--- config.mk ---
export PLATFORM = sky130hd
export DESIGN_NAME = awg_sample_gearbox
export DESIGN_NICKNAME = d
export VERILOG_FILES = /design/src/rtl/awg_sample_gearbox.sv
export SDC_FILE = /design/constraint.sdc
export NUM_CORES = 1
export LEC_CHECK = 0
export ABC_CLOCK_PERIOD_IN_PS = 11700
export CAP_MARGIN = 20
export CELL_PAD_IN_SITES_DETAIL_PLACEMENT = 0
export CELL_PAD_IN_SITES_GLOBAL_PLACEMENT = 1
export CORE_ASPECT_RATIO = 2
export CORE_MARGIN = 3
export CORE_UTILIZATION = 59
export DETAILED_ROUTE_END_ITERATION = 16
export DONT_BUFFER_PORTS = 1
export HOLD_SLACK_MARGIN = 0.12
export PLACE_DENSITY_LB_ADDON = 0.05
export SLEW_MARGIN = 20
export SYNTH_ARGS = -nofsm -noshare
export SYNTH_HDL_FRONTEND = slang
export SYNTH_SLANG_ARGS = --single-unit
--- constraint.sdc ---
create_clock -name user_clk -period 11.7 [get_ports user_clk]
set_clock_uncertainty 0.2 [all_clocks]
set_input_delay 2.34 -clock user_clk [delete_from_list [all_inputs] [get_ports user_clk]]
set_output_delay 2.34 -clock user_clk [all_outputs]
set_load 0.1 [all_outputs]
--- src/rtl/awg_sample_gearbox.sv ---
// Sample gearbox: buffers 192-bit (12-sample) words in a small FIFO and streams
// them out as three 64-bit (4-sample) beats each, padding gaps with an idle code.
module awg_sample_gearbox #(
  parameter int unsigned DEPTH     = 4,
  parameter logic [15:0] IDLE_CODE = 16'h7fff
) (
  input  logic                     user_clk,
  input  logic                     rst,
  input  logic                     i_enable,
  input  logic [191:0]             i_data,
  input  logic                     i_valid,
  output logic                     o_ready,
  output logic [63:0]              o_data,
  output logic                     o_valid,
  input  logic                     i_dac_ready,
  output logic [15:0]              o_underrun_cnt,
  output logic [$clog2(DEPTH):0]   o_fifo_level
);
  localparam int unsigned  PW        = $clog2(DEPTH);
  localparam logic [PW:0]  FULL_LVL  = DEPTH[PW:0];
  localparam logic [63:0]  IDLE_BEAT = {4{IDLE_CODE}};

  typedef enum logic {DISABLED = 1'b0, RUN = 1'b1} state_t;

  function automatic logic [15:0] sat_inc16(input logic [15:0] v);
    return (v == 16'hffff) ? v : v + 16'd1;
  endfunction

  state_t        state_q;
  logic [191:0]  mem_q [DEPTH];
  logic [PW-1:0] wr_ptr_q, rd_ptr_q;
  logic [PW:0]   level_q, level_d;
  logic [1:0]    phase_q;
  logic          primed_q;
  logic          upend_q;
  logic [15:0]   ucnt_q;
  logic [63:0]   data_q;
  logic          valid_q;

  logic          empty, wr_en, advance, pop;
  logic [191:0]  head;
  logic [63:0]   beat;

  assign empty   = (level_q == '0);
  assign o_ready = i_enable & ~rst & (level_q < FULL_LVL);
  assign wr_en   = i_valid & o_ready;
  assign advance = (state_q == RUN) & (~valid_q | i_dac_ready);
  assign pop     = advance & ~empty & (phase_q == 2'd2);
  assign level_d = level_q + {{PW{1'b0}}, wr_en} - {{PW{1'b0}}, pop};
  assign head    = mem_q[rd_ptr_q];

  always_comb begin
    beat = head[63:0];
    case (phase_q)
      2'd1:    beat = head[127:64];
      2'd2:    beat = head[191:128];
      default: beat = head[63:0];
    endcase
  end

  // Storage array carries no reset; occupancy is tracked by the pointers.
  always_ff @(posedge user_clk) begin
    if (wr_en) mem_q[wr_ptr_q] <= i_data;
  end

  always_ff @(posedge user_clk or posedge rst) begin
    if (rst) begin
      state_q  <= DISABLED;
      wr_ptr_q <= '0;
      rd_ptr_q <= '0;
      level_q  <= '0;
      phase_q  <= '0;
      primed_q <= 1'b0;
      upend_q  <= 1'b0;
      ucnt_q   <= '0;
      valid_q  <= 1'b0;
      data_q   <= IDLE_BEAT;
    end else begin
      // Underrun count lags the idle beat that caused it by one cycle.
      if (upend_q) ucnt_q <= sat_inc16(ucnt_q);
      upend_q <= 1'b0;
      if (!i_enable) begin
        state_q  <= DISABLED;
        wr_ptr_q <= '0;
        rd_ptr_q <= '0;
        level_q  <= '0;
        phase_q  <= '0;
        primed_q <= 1'b0;
        valid_q  <= 1'b0;
        data_q   <= IDLE_BEAT;
      end else begin
        state_q <= RUN;
        level_q <= level_d;
        if (wr_en) wr_ptr_q <= wr_ptr_q + 1'b1;
        if (advance) begin
          valid_q <= 1'b1;
          if (!empty) begin
            data_q   <= beat;
            primed_q <= 1'b1;
            if (phase_q == 2'd2) begin
              phase_q  <= '0;
              rd_ptr_q <= rd_ptr_q + 1'b1;
            end else begin
              phase_q <= phase_q + 2'd1;
            end
          end else begin
            data_q  <= IDLE_BEAT;
            upend_q <= primed_q;
          end
        end
      end
    end
  end

  assign o_data         = data_q;
  assign o_valid        = valid_q;
  assign o_underrun_cnt = ucnt_q;
  assign o_fifo_level   = level_q;

endmodule

==> results.yml, run 1 <==
status:
  status: "finished, final reports clean"
worst_setup_path:
  cp.arrival_ns: 2.78
  path_buf_inv: 1
  crit_chain: "nor3b_2 > clkbuf_16"
  cp_top_family: "buffers and inverters"
  crit_slowest_cell: "clkbuf_16"
  worst-setup-path-type: "in2out"
  critPathMaxFanout: 3
  crit_path_end_kind: "primary output"
  crit_path_max_incr_delay_ns: 0.25
  required_ns: 9.16
  start_kind: "input port"
drt:
  num_vias: 14754
  routed_via_density: 6.29
  drt-initial-drc-count: 1069
  drtPass1Iterations: 6
  drc_errors: 0
  drtAntennaViolNets: 0
  wl_per_cell_um: 29.2
  routed_wl_um: 68400
floorplanning:
  die_h_um: 339
  die_w_um: 172
  row_count: 121
  core_area_um2: 54700
  ios: 282
  start_util_pct: 59.8
  die-area_um2: 58400
clock_network:
  cts_setup_buffers: 0
  cts_resized: 0
  clock_sinks: 861
  clockBufferDepth: 3
  cts_buffers: 74
  insertion_delay_ns: 0.61
  htreeDepth: 3
  cts-root-buf: "clkbuf_16"
  cts.clk_slew.worst_paths_ns: 0.07
  ctsHoldBuffers: 0
  cts_tree: "yes"
layout:
  fillCellCount: 3637
  areaGrowthSynthToFinish_pct: 9.66
  multiInputGateArea_um2: 6770
  final_common_cell: "edfxtp_1"
  seqCellArea_um2: 25500
  layout_common_cells: "768 x edfxtp_1, 184 x mux4_2, 132 x nand2_1"
  stdcell_count: 2345
  drive_gt1_share_pct: 28.8
  finalNetCount: 1756
  n_antenna_cell: 0
sta:
  fin_crit_ns: 5.32
  worstMarginPinSlew_ns: 1.14
  setup_slack_ns: 6.38
  final-setup-viol-count: 0
  fmax_mhz: 188
  setup_tns_ns: 0
  hold_slack_ns: 0.298
  relSlewSlack_pct: 23.8
  rsz0062_at_grt: "false"
  hold_viol: 0
  finalMaxSlewViolations: 0
  final.period_utilization_pct: 45.5
placement:
  portBuffers: 0
  gp_congestion: 0.768
  dp_cells: 2209
  dp_worst_setup_slack_ns: 6.02
  dpl.hpwl_um: 39200
job:
  max-cap-violations: 0
pwr:
  p_int_uw: 4780
  power_uw: 5970
  p_clk_share_pct: 40.1
  seqPwrFrac_pct: 58.3
  powerDensity_nw_per_um2: 167
  ir_drop_mv: 0.169
  comb_power_share_pct: 1.6
  p_leak_uw: 0.0110
  netSwitchingPower_uw: 1200
  p_sw_share_pct: 20.0
min_path:
  hold_class: "reg2reg"
synthesis:
  synth.cell_area_um2: 32700
  synth_area_per_cell_um2: 21.4
  synth.distinct_cells: 41
  synth-edff-count: 768
  synth_cells: 1526
  ys_warn_count: 0
  async_flop_share_pct: 10.8
  ys_seq_area_share_pct: 77.9
  synth.net_count: 1734
  ys_ff_latch: 861
  ys.flop_type: "edfxtp_1"
global_route:
  antenna_found_initial: 0
  grt_pass1_vias: 16122
  grt_max_degree: 161
  overflow: 0
  grtUsageTotal_pct: 24.1
  grt_first_pass_wirelength_um: 102000
==> final timing paths <==
check | cells after the start | endpoint | startpoint | slack, ns
min in group asynchronous | 1 | state_q$_DFF_PP0_ | rst | 1.53
hold / removal | 1 | primed_q$_DFFE_PP0P_ | primed_q$_DFFE_PP0P_ | 0.30
hold reg to reg | 1 | primed_q$_DFFE_PP0P_ | primed_q$_DFFE_PP0P_ | 0.30
max in group asynchronous | 2 | o_underrun_cnt[9]$_DFFE_PP0P_ | rst | 8.46
setup reg to reg | 5 | mem_q[1][8]$_DFFE_PP_ | o_fifo_level[2]$_DFF_PP0_ | 7.46
setup / recovery | 2 | o_ready | rst | 6.38
==> sequential cells by signal, summed over array words and instances (netlist names) <==
register and count:
rd_ptr_q 2, o_valid 1, o_fifo_level 3, state_q 1, o_data 64, mem_q 768
o_underrun_cnt 16, wr_ptr_q 2, primed_q 1, phase_q 2, upend_q 1
==> layout make-up <==
cell class                 instances  area share (%)
tap                              738            2.58
multi-input combinational        573            18.9
timing repair buffer              25           0.653
clock buffer                      90            5.74
sequential                       861            71.1
clock inverter                    45           0.904
inverter                          13           0.143
==> synth_stat cells (all sizes together), types with 4 or more instances <==
cell / number / area (um^2)
nor2: 7 / 26.3
dfrtp: 33 / 826
a222oi: 4 / 40.0
nor2b: 7 / 43.8
and2: 10 / 62.6
o21ai: 4 / 20.0
dfstp: 60 / 1580
ha: 10 / 125
o221a: 60 / 676
a21oi: 4 / 20.0
mux4: 184 / 4140
and3: 11 / 68.8
mux2: 17 / 191
xor2: 11 / 96.3
nor3: 6 / 35.0
nand2: 133 / 499
nand3: 65 / 325
nand2b: 4 / 25.0
nand4: 10 / 62.6
inv: 13 / 48.8
xnor2: 7 / 61.3
edfxtp: 768 / 23100
buf: 57 / 375
o22ai: 4 / 25.0
clkbuf: 22 / 82.6
==> power by group through the flow <==
stage	Clock, uW	Combinational, uW	Sequential (uW)
finish	2390	98.2	3480
global route	2570	107	3480
CTS	2450	100	3480
detailed placement	0	100	3540
global placement	0	98.6	3540
floorplan	0	66.7	3540
==> layer usage <==
layer  routed length (um)  global-route usage, %  share of wire [%]  up-vias
li1                     -                      -                  -     6306
met1                24100                   29.1                 35     7875
met2                35400                   39.9                 52      481
met3                 7190                   9.75                 11       92
met4                 1770                   7.66                2.6        0
met5                    0                      0                  0        -
==> per-stage QoR <==
| stage | util, % | instance area [um^2] |
|---|---|---|
| 4_1_cts | 65.5 | 35800 |
| 3_3_place_gp | 61.2 | 33400 |
| 3_5_place_dp | 61.2 | 33400 |
| 5_1_grt | 65.6 | 35800 |
| 2_1_floorplan | - | 32700 |
| 6_report | 65.6 | 35800 |
==> kinds of logic after synthesis <==
group           count (synthesis)  synth area share (%)
buf+inv                        92                  1.55
fa+ha+maj                      11                 0.444
mux                           204                  13.4
compound gates                 80                  2.48
flops                         861                  77.9
simple gates                  260                  3.75
xor+xnor                       18                 0.482
No activity file was read; power rests on OpenSTA's default activity.
==> run 2, diff against run 1 <==
- ABC_CLOCK_PERIOD_IN_PS: 11700 -> 5000
- CORE_UTILIZATION: 59 -> 55
- clock period: 11.7 -> 5 ns (I/O delays scaled with it)
==> run 2 against run 1 <==
Hold slack worse by 0.084 ns. Cell area up 0.75%. Combinational power up 140%. Routed wire length up 1.9%. First-iteration DRC count down 6.0%. Core utilization down 3.8 points. Sequential share of layout area down 0.53 points. Worst setup slack worse by 4.6 ns.
==> results.yml, run 2 (synthesis results as in run 1) <==
status:
  status: "finished, final reports clean"
drt:
  drc_errors: 0
  drtPass1Iterations: 7
  drtAntennaViolNets: 0
  num_vias: 14752
  wl_per_cell_um: 29.2
  drt-initial-drc-count: 1005
  routed_wl_um: 69700
  routed_via_density: 6.18
clock_network:
  clockBufferDepth: 3
  cts_resized: 0
  htreeDepth: 3
  ctsHoldBuffers: 1
  cts_setup_buffers: 0
  cts-root-buf: "clkbuf_16"
  cts.clk_slew.worst_paths_ns: 0.06
  clock_sinks: 861
  insertion_delay_ns: 0.62
  cts_tree: "yes"
  cts_buffers: 73
layout:
  fin_util_pct: 61.7
  top_register: "mem_q"
  fillCellCount: 4181
  final_common_cell: "edfxtp_1"
  areaGrowthSynthToFinish_pct: 10.5
  finalNetCount: 1768
  largest_reg_flops: 768
  drive_gt1_share_pct: 29.3
  layout_common_cells: "768 x edfxtp_1, 184 x mux4_2, 132 x nand2_1"
global_route:
  met2_usage_pct: 37.7
  overflow: 0
  grt_pass1_vias: 16022
  antenna_found_initial: 1
  grt_first_pass_wirelength_um: 104000
  grtUsageTotal_pct: 22.8
  grt_max_degree: 89
  grt-busiest-layer: "met2"
  grtUsageMet3_pct: 9.71
  use_met1_pct: 27.4
pwr:
  p_sw_share_pct: 20.4
  powerDensity_nw_per_um2: 383
  ir_drop_mv: 0.325
  p_leak_uw: 0.0111
  power_uw: 13800
  p_int_uw: 11000
  p_clk_share_pct: 39.5
  comb_power_share_pct: 1.7
  netSwitchingPower_uw: 2830
  seqPwrFrac_pct: 58.8
worst_setup_path:
  cp_top_family: "flip-flops"
  crit_path_max_incr_delay_ns: 0.79
  required_ns: 3.80
  timing.rr.start: "o_fifo_level[2]$_DFF_PP0_"
  crit_chain: "nor3b_2 > clkbuf_16"
  r2r_slack_ns: 1.75
  cp.arrival_ns: 2.05
  reg2reg_depth: 4
  crit_path_end_kind: "primary output"
  start_kind: "flip-flop"
  critPathMaxFanout: 6
  path_buf_inv: 1
  reg2reg_to: "o_data[6]$_DFFE_PP1P_"
  worst-setup-path-type: "reg2out"
  crit_slowest_cell: "dfrtp_1"
sta:
  hold_viol: 0
  relSlewSlack_pct: 26.9
  final.period_utilization_pct: 65.0
  final-setup-viol-count: 0
  finalMaxSlewViolations: 0
  worstMarginPinSlew_ns: 1.10
  fmax_mhz: 307
  setup_slack_ns: 1.75
  fin_crit_ns: 3.25
  hold_slack_ns: 0.215
  rsz0062_at_grt: "false"
  setup_tns_ns: 0
floorplanning:
  die_h_um: 351
  core_area_um2: 58500
  die-area_um2: 62600
  start_util_pct: 55.9
  die_w_um: 178
  row_count: 125
  ios: 282
min_path:
  hold_class: "in2reg"
  hp-start: "i_enable"
  worstHoldPathCells: 0
  min_to: "state_q$_DFF_PP0_"
placement:
  dp_worst_setup_slack_ns: 1.72
  gp_congestion: 0.736
  portBuffers: 0
  dpl.hpwl_um: 40700
job:
  max-cap-violations: 0
run 2: how the worst max path moves through the flow:
stage                                         start                      to  slack [ns]  cells after the start
final                     o_fifo_level[2]$_DFF_PP0_                 o_ready        1.75                      2
after global routing      o_fifo_level[1]$_DFF_PP0_  o_data[13]$_DFFE_PP1P_        1.58                      4
after CTS                 o_fifo_level[2]$_DFF_PP0_  o_data[13]$_DFFE_PP1P_        1.71                      4
after detailed placement  o_fifo_level[2]$_DFF_PP0_  o_data[58]$_DFFE_PP1P_        1.72                      4
after global placement    o_fifo_level[1]$_DFF_PP0_   o_data[4]$_DFFE_PP1P_        1.79                      4
after floorplan                             i_valid   mem_q[0][0]$_DFFE_PP_        0.46                      3
run 2: power groups by stage:
stage / clock network (uW) / registers, uW / logic, uW
2_1_floorplan: 0 / 8280 / 156
3_5_place_dp: 0 / 8290 / 242
5_1_grt: 5870 / 8140 / 260
6_report: 5460 / 8140 / 238
4_1_cts: 5610 / 8140 / 243
3_3_place_gp: 0 / 8290 / 241
run 2: area by class of cell:
class                           instances  area (um^2)  area share, %
Clock buffer                           98         1980           5.49
Inverter                               13         51.3          0.142
Sequential cell                       861        25500           70.6
Tap cell                              762          953           2.64
Multi-Input combinational cell        573         6770           18.8
Clock inverter                         38          308          0.853
Timing Repair Buffer                   38          556           1.54
Antenna cell                            4         10.0         0.0277
run 2: layer usage:
metal	vias to the layer above	wire [um]
met2	424	35500
met5	-	0
met4	0	1930
li1	6352	-
met1	7886	25100
met3	90	7230
run 2: stage by stage:
| stage | instance area, um^2 | std cells |
|---|---|---|
| 4_1_cts | 36100 | 2382 |
| 5_1_grt | 36100 | 2387 |
| 3_3_place_gp | 33800 | 2245 |
| 3_5_place_dp | 33800 | 2245 |
| 2_1_floorplan | 32700 | 1526 |
| 6_report | 36100 | 2387 |
